File: config.mk
export PLATFORM = sky130hd
export DESIGN_NAME = multicycle_ctrl_flat
export DESIGN_NICKNAME = d
export VERILOG_FILES = /design/src/rtl/multicycle_ctrl_if.sv /design/src/rtl/multicycle_ctrl.sv /design/src/flat_wrapper.sv
export SDC_FILE = /design/constraint.sdc
export NUM_CORES = 1
export LEC_CHECK = 0
export CAP_MARGIN = 20
export CORE_ASPECT_RATIO = 1.25
export CORE_MARGIN = 1.5
export CORE_UTILIZATION = 40
export CTS_CLUSTER_DIAMETER = 80
export DETAILED_ROUTE_END_ITERATION = 8
export PLACE_DENSITY = 0.68
export SLEW_MARGIN = 15
export SYNTH_ARGS = -nofsm -noshare
export SYNTH_HDL_FRONTEND = slang
export SYNTH_SLANG_ARGS = --single-unit
File: constraint.sdc
create_clock -name clk -period 7.9 [get_ports clk]
set_clock_uncertainty 0.1 [all_clocks]
set_input_delay 0.79 -clock clk [delete_from_list [all_inputs] [get_ports clk]]
set_output_delay 0.79 -clock clk [all_outputs]
set_load 0.005 [all_outputs]
File: src/rtl/multicycle_ctrl_if.sv
// Control/status bundle between the multicycle sequencer and its datapath/memory.
// The master side is the sequencer; the slave side is the datapath, instruction decoder and memory.
interface multicycle_ctrl_if;
    logic        run;
    logic [10:0] opcode;
    logic        zero;
    logic        mem_ack;

    logic        mem_req;
    logic        mem_read;
    logic        mem_write;
    logic        iord;
    logic        ir_write;
    logic        pc_write;
    logic        reg_write;
    logic        alu_src;
    logic        mem_to_reg;
    logic [1:0]  pc_src;
    logic [1:0]  alu_op;
    logic        halted;
    logic        err;
    logic [15:0] retired;

    modport master (
        input  run, opcode, zero, mem_ack,
        output mem_req, mem_read, mem_write, iord,
        output ir_write, pc_write, reg_write, alu_src, mem_to_reg,
        output pc_src, alu_op, halted, err, retired
    );

    modport slave (
        output run, opcode, zero, mem_ack,
        input  mem_req, mem_read, mem_write, iord,
        input  ir_write, pc_write, reg_write, alu_src, mem_to_reg,
        input  pc_src, alu_op, halted, err, retired
    );
endinterface

File: src/rtl/multicycle_ctrl.sv
// Multicycle instruction sequencer for a small LEGv8-style datapath.
// Drives memory handshakes, datapath enables and a retired-instruction counter.
module multicycle_ctrl #(
    parameter int unsigned MEM_TIMEOUT = 16
) (
    input logic               clk,
    input logic               rst_n,
    multicycle_ctrl_if.master bus
);
    localparam int unsigned WAIT_W = 8;
    localparam int unsigned RET_W  = 16;

    typedef enum logic [2:0] {
        IDLE, FETCH, DECODE, EXEC, MEM, WB, HALT, ERR
    } state_t;

    typedef enum logic [2:0] {
        CL_R, CL_LDUR, CL_STUR, CL_CBZ, CL_B, CL_HLT, CL_ILL
    } class_t;

    state_t            state;
    state_t            state_nx;
    class_t            cls;
    class_t            cls_nx;
    class_t            dec_cls;
    logic [WAIT_W-1:0] wait_cnt;
    logic [WAIT_W-1:0] wait_nx;
    logic [RET_W-1:0]  retired_q;
    logic              retire_c;
    logic              wait_limit_c;

    logic       mem_req;
    logic       mem_read;
    logic       mem_write;
    logic       iord;
    logic       ir_write;
    logic       pc_write;
    logic       reg_write;
    logic       alu_src;
    logic       mem_to_reg;
    logic [1:0] pc_src;
    logic [1:0] alu_op;
    logic       halted;
    logic       err;

    // Opcode classification from instruction[31:21]
    always_comb begin
        dec_cls = CL_ILL;
        casez (bus.opcode)
            11'b10001011000,
            11'b11001011000,
            11'b10001010000,
            11'b10101010000: dec_cls = CL_R;
            11'b11111000010: dec_cls = CL_LDUR;
            11'b11111000000: dec_cls = CL_STUR;
            11'b10110100???: dec_cls = CL_CBZ;
            11'b000101?????: dec_cls = CL_B;
            11'b11010100010: dec_cls = CL_HLT;
            default:         dec_cls = CL_ILL;
        endcase
    end

    assign wait_limit_c = (wait_cnt == WAIT_W'(MEM_TIMEOUT - 1));

    // Next-state, class latch, wait counter and retire strobe
    always_comb begin
        state_nx = state;
        cls_nx   = cls;
        wait_nx  = wait_cnt;
        retire_c = 1'b0;

        case (state)
            IDLE: begin
                if (bus.run) begin
                    state_nx = FETCH;
                    wait_nx  = '0;
                end
            end
            FETCH: begin
                if (bus.mem_ack) begin
                    state_nx = DECODE;
                end else if (wait_limit_c) begin
                    state_nx = ERR;
                end else begin
                    wait_nx = wait_cnt + WAIT_W'(1);
                end
            end
            DECODE: begin
                cls_nx = dec_cls;
                case (dec_cls)
                    CL_HLT:  state_nx = HALT;
                    CL_ILL:  state_nx = ERR;
                    default: state_nx = EXEC;
                endcase
            end
            EXEC: begin
                case (cls)
                    CL_R: state_nx = WB;
                    CL_LDUR, CL_STUR: begin
                        state_nx = MEM;
                        wait_nx  = '0;
                    end
                    default: retire_c = 1'b1;
                endcase
            end
            MEM: begin
                if (bus.mem_ack) begin
                    if (cls == CL_LDUR) begin
                        state_nx = WB;
                    end else begin
                        retire_c = 1'b1;
                    end
                end else if (wait_limit_c) begin
                    state_nx = ERR;
                end else begin
                    wait_nx = wait_cnt + WAIT_W'(1);
                end
            end
            WB:      retire_c = 1'b1;
            HALT:    state_nx = HALT;
            ERR:     state_nx = ERR;
            default: state_nx = ERR;
        endcase

        // Instruction boundary: run is resampled here
        if (retire_c) begin
            state_nx = bus.run ? FETCH : IDLE;
            wait_nx  = '0;
        end
    end

    always_ff @(posedge clk) begin
        if (!rst_n) begin
            state     <= IDLE;
            cls       <= CL_R;
            wait_cnt  <= '0;
            retired_q <= '0;
        end else begin
            state     <= state_nx;
            cls       <= cls_nx;
            wait_cnt  <= wait_nx;
            retired_q <= retired_q + RET_W'(retire_c);
        end
    end

    // Datapath controls follow state, latched class, zero and mem_ack within the cycle
    always_comb begin
        mem_req    = 1'b0;
        mem_read   = 1'b0;
        mem_write  = 1'b0;
        iord       = 1'b0;
        ir_write   = 1'b0;
        pc_write   = 1'b0;
        reg_write  = 1'b0;
        alu_src    = 1'b0;
        mem_to_reg = 1'b0;
        pc_src     = 2'b00;
        alu_op     = 2'b00;
        halted     = 1'b0;
        err        = 1'b0;

        case (state)
            FETCH: begin
                mem_req  = 1'b1;
                mem_read = 1'b1;
                if (bus.mem_ack) begin
                    ir_write = 1'b1;
                    pc_write = 1'b1;
                end
            end
            EXEC: begin
                case (cls)
                    CL_R: alu_op = 2'b10;
                    CL_LDUR, CL_STUR: alu_src = 1'b1;
                    CL_CBZ: begin
                        alu_op = 2'b01;
                        if (bus.zero) begin
                            pc_write = 1'b1;
                            pc_src   = 2'b01;
                        end
                    end
                    CL_B: begin
                        pc_write = 1'b1;
                        pc_src   = 2'b10;
                    end
                    default: ;
                endcase
            end
            MEM: begin
                mem_req   = 1'b1;
                iord      = 1'b1;
                mem_read  = (cls == CL_LDUR);
                mem_write = (cls == CL_STUR);
            end
            WB: begin
                reg_write  = 1'b1;
                mem_to_reg = (cls == CL_LDUR);
            end
            HALT:    halted = 1'b1;
            ERR:     err    = 1'b1;
            default: ;
        endcase
    end

    assign bus.mem_req    = mem_req;
    assign bus.mem_read   = mem_read;
    assign bus.mem_write  = mem_write;
    assign bus.iord       = iord;
    assign bus.ir_write   = ir_write;
    assign bus.pc_write   = pc_write;
    assign bus.reg_write  = reg_write;
    assign bus.alu_src    = alu_src;
    assign bus.mem_to_reg = mem_to_reg;
    assign bus.pc_src     = pc_src;
    assign bus.alu_op     = alu_op;
    assign bus.halted     = halted;
    assign bus.err        = err;
    assign bus.retired    = retired_q;
endmodule

File: src/flat_wrapper.sv
// flat-port wrapper written by rule: the top's interface ports become plain ports
module multicycle_ctrl_flat 
#(
    parameter int unsigned MEM_TIMEOUT = 16
)
  (clk, rst_n, bus_run, bus_opcode, bus_zero, bus_mem_ack, bus_mem_req, bus_mem_read, bus_mem_write, bus_iord, bus_ir_write, bus_pc_write, bus_reg_write, bus_alu_src, bus_mem_to_reg, bus_pc_src, bus_alu_op, bus_halted, bus_err, bus_retired);
  multicycle_ctrl_if bus_i ();
  input logic clk;
  input logic rst_n;
  input wire logic [$bits(bus_i.run)-1:0] bus_run;
  input wire logic [$bits(bus_i.opcode)-1:0] bus_opcode;
  input wire logic [$bits(bus_i.zero)-1:0] bus_zero;
  input wire logic [$bits(bus_i.mem_ack)-1:0] bus_mem_ack;
  output wire logic [$bits(bus_i.mem_req)-1:0] bus_mem_req;
  output wire logic [$bits(bus_i.mem_read)-1:0] bus_mem_read;
  output wire logic [$bits(bus_i.mem_write)-1:0] bus_mem_write;
  output wire logic [$bits(bus_i.iord)-1:0] bus_iord;
  output wire logic [$bits(bus_i.ir_write)-1:0] bus_ir_write;
  output wire logic [$bits(bus_i.pc_write)-1:0] bus_pc_write;
  output wire logic [$bits(bus_i.reg_write)-1:0] bus_reg_write;
  output wire logic [$bits(bus_i.alu_src)-1:0] bus_alu_src;
  output wire logic [$bits(bus_i.mem_to_reg)-1:0] bus_mem_to_reg;
  output wire logic [$bits(bus_i.pc_src)-1:0] bus_pc_src;
  output wire logic [$bits(bus_i.alu_op)-1:0] bus_alu_op;
  output wire logic [$bits(bus_i.halted)-1:0] bus_halted;
  output wire logic [$bits(bus_i.err)-1:0] bus_err;
  output wire logic [$bits(bus_i.retired)-1:0] bus_retired;
  assign bus_i.run = bus_run;
  assign bus_i.opcode = bus_opcode;
  assign bus_i.zero = bus_zero;
  assign bus_i.mem_ack = bus_mem_ack;
  assign bus_mem_req = bus_i.mem_req;
  assign bus_mem_read = bus_i.mem_read;
  assign bus_mem_write = bus_i.mem_write;
  assign bus_iord = bus_i.iord;
  assign bus_ir_write = bus_i.ir_write;
  assign bus_pc_write = bus_i.pc_write;
  assign bus_reg_write = bus_i.reg_write;
  assign bus_alu_src = bus_i.alu_src;
  assign bus_mem_to_reg = bus_i.mem_to_reg;
  assign bus_pc_src = bus_i.pc_src;
  assign bus_alu_op = bus_i.alu_op;
  assign bus_halted = bus_i.halted;
  assign bus_err = bus_i.err;
  assign bus_retired = bus_i.retired;
  multicycle_ctrl #(.MEM_TIMEOUT(MEM_TIMEOUT)) u_core (.clk(clk), .rst_n(rst_n), .bus(bus_i));
endmodule
==> key figures <==
Status
  – Status: finished, final reports clean

Critical path
  – Largest stage delay on the critical path: 0.52 ns
  – Buffers & Inverters on Critical Path: 2
  – Crit start category: input pin
  – Crit Path Class: input pin to output port
  – CP most frequent cell: clkdlybuf4s50_1
  – Worst EP arrival: 2.32 ns
  – Crit end category: output port
  – Slowest stage cell on the critical path: clkdlybuf4s50_1
  – Cell family with most CP delay: buffers and inverters
  – CP Max Fanout: 8
  – CP required: 7.01 ns
  – Crit-path cells: clkdlybuf4s50_1, and2_1, or3_1, clkdlybuf4s50_1

Pwr
  – PwrDens: 141 nW/µm²
  – Sequential power share: 0.489
  – Gate power share: 0.135
  – Psw: 82.9 µW
  – Switching Share: 0.251
  – VDD IR-drop max: 0.0667 mV
  – Internal: 247 µW
  – Leak: 0.833 nW
  – Clk network pwr share: 0.377

Synth
  – Syn avg cell area: 8.29 µm²
  – Yosys top cell by area: dfxtp_1
  – Yosys warns: 0
  – Count of different cell masters after synthesis: 49
  – Synth top area share: 0.337
  – #FFs+latches synth: 30
  – Mapped cell area: 1780 µm²
  – Top cells by area, synth: dfxtp_1, and2_1, xnor2_1
  – Ys flop type: dfxtp_1
  – Seq/Total Area, Yosys: 0.337
  – Post-synth EDFFs: 0
  – Syn nets: 234
  – Mapped Cells: 215
  – Asr flop ratio synth: 0

Global routing
  – Initial antenna violation count: 0
  – Vias in the first global route: 1,669
  – GRT Overall Usage: 0.184
  – Largest net degree at the start of global routing: 24
  – First-pass GRT wire length: 7250 µm
  – Grt ovf: 0

Clocking
  – CTS Buffer Depth: 2
  – Setup bufs post-CTS: 0
  – H-tree depth: 2
  – Hold buffer count at CTS: 0
  – CTS clock-pin slew for the worst setup and hold paths: 0.06 ns
  – CTS sink cnt: 30
  – Clock latency on the worst-skew pair: 0.28 ns
  – Clock Tree Root: clkbuf_8
  – CTS resizes: 0
  – Num CTS Buffers: 5
  – TritonCTS clock tree: built

Floorplanning
  – Die Width: 62.7 µm
  – Initial Util: 0.425
  – CORE AREA: 4200 µm²
  – Die area: 4870 µm²
  – Die Ht: 77.6 µm
  – Io pins: 47
  – Row count: 26

Drt
  – Final wirelength: 4150 µm
  – Vias post-DR: 1,682
  – ANT nets after route: 0
  – TritonRoute pass-1 iters: 4
  – Post-route DRC violation count: 0
  – DR vias/cell: 5.37
  – Iteration-0 DRC Markers: 80
  – Routed WL per cell: 13.3 µm

Place
  – GPL Wtd Cong: 0.860
  – Port Buffers: 46
  – Detailed Place HPWL: 3200 µm
  – Post-Place Cells: 305

Finish
  – Final core occ: 0.559
  – Layout cell share with drive strength beyond 1: 0.0623
  – Final nets: 275
  – Area grow syn2layout: 31.5%
  – N_diodes: 0
  – Post-route non-filler standard cell count: 313

Timing
  – Final Hold Fails: 0
  – Setup Viol. Count Final: 0
  – Highest clock rate: 0.311 GHz
  – Max-slew violation count: 0
  – Slew margin rel.: 0.555
  – Fin Setup TNS: 0 ns
  – RSZ-0062 raised after global routing: no
  – Fin crit share: 0.407
  – Worst slew pin tran: 0.666 ns
  – Tmin final: 3.21 ns
  – Hold slack: 0.394 ns

Min path
  – Worst Hold Class: register to register

Run
  – Max cap viols: 0
## worst paths after layout
path | start | depth (start not counted) | slack (ns) | endpoint
max | bus_mem_ack | 4 | 4.69 | bus_pc_write
min | u_core.wait_cnt[7]$_SDFFE_PP0P_ | 2 | 0.39 | u_core.wait_cnt[7]$_SDFFE_PP0P_
max reg2reg | u_core.state[1]$_SDFFE_PN0P_ | 9 | 5.09 | u_core.bus.retired[14]$_SDFF_PN0_
min reg2reg | u_core.wait_cnt[7]$_SDFFE_PP0P_ | 2 | 0.39 | u_core.wait_cnt[7]$_SDFFE_PP0P_
## tightest hold or removal path, stage by stage (launching register included)
cell and delay (ns):
dfxtp_1 0.33, nand2_1 0.06, a21oi_1 0.05
## layer usage
metal  up-vias  part of all wire  global-route usage
li1        861                 -                   -
met1       777              0.42               0.203
met2        40              0.53               0.338
met3         4             0.036              0.0406
met4         0             0.013              0.0733
met5         -                 0                   0
## synthesized netlist by cell type, drive strengths merged (3+ instances only)
master	count
and2	21
nor4	3
nor3	5
nand4	3
or3	6
a21oi	13
dfxtp	30
nand3	8
clkbuf	8
nor4b	4
nor2	11
nor3b	3
a31oi	3
ha	3
buf	4
nor2b	4
nand2b	3
nand2	12
inv	4
and3	8
xnor2	12
o21ai	12
nand3b	3
o21bai	4
## power groups by stage
stage / clock network (mW) / registers, mW / logic, mW
after floorplan: 0 / 0.159 / 0.0319
after global placement: 0 / 0.164 / 0.0445
after detailed placement: 0 / 0.164 / 0.0447
after CTS: 0.129 / 0.161 / 0.0448
after global routing: 0.135 / 0.162 / 0.0493
final: 0.124 / 0.161 / 0.0445
## cells in the final DEF, fill, tap and decap left out, types with 3 or more instances in the layout
cell type         n
a21oi_1          12
a31oi_1           3
and2_1           21
and3_1            8
clkbuf_8          6
clkdlybuf4s50_1  46
dfxtp_1          30
ha_1              3
inv_1             3
nand2_1          12
nand2b_1          3
nand3_1           8
nand3b_1          3
nand4_1           3
nor2_1           11
nor2b_1           4
nor3_1            4
nor3b_1           3
nor4_1            3
nor4b_1           4
o21ai_0          12
or3_1             6
xnor2_1          12
## final cells by class
class / count / area (µm²)
fill: 415 / 1850
tap: 56 / 70.1
sequential: 30 / 601
timing repair buffer: 46 / 460
multi-input combinational: 169 / 1110
clock inverter: 1 / 5.00
clock buffer: 7 / 86.3
inverter: 4 / 15.0
## per-stage QoR
stage	power (mW)	cell area [µm²]	worst slack, ns
after floorplan	0.191	1780	5.37
after global placement	0.209	2250	4.69
after detailed placement	0.209	2250	4.68
after CTS	0.335	2340	4.68
after global routing	0.346	2340	4.54
final	0.330	2340	4.69
## state kept, by name, indices dropped and copies added (netlist names)
signal	count
u_core.bus.retired	16
u_core.wait_cnt	8
u_core.cls	3
u_core.state	3
## logic make-up (layout without fill, tap and decap cells)
group,after synthesis,in the layout,share of synthesized area
and+or+nand+nor,102,102,0.342
AOI/OAI and AO/OA,49,49,0.183
DFF,30,30,0.337
buffers and inverters,16,58,0.0421
xor gates and xnor gates,14,14,0.0688
adders and majority gates,3,3,0.0211
muxes,1,1,0.00561
(Power assumes the default switching activity.)
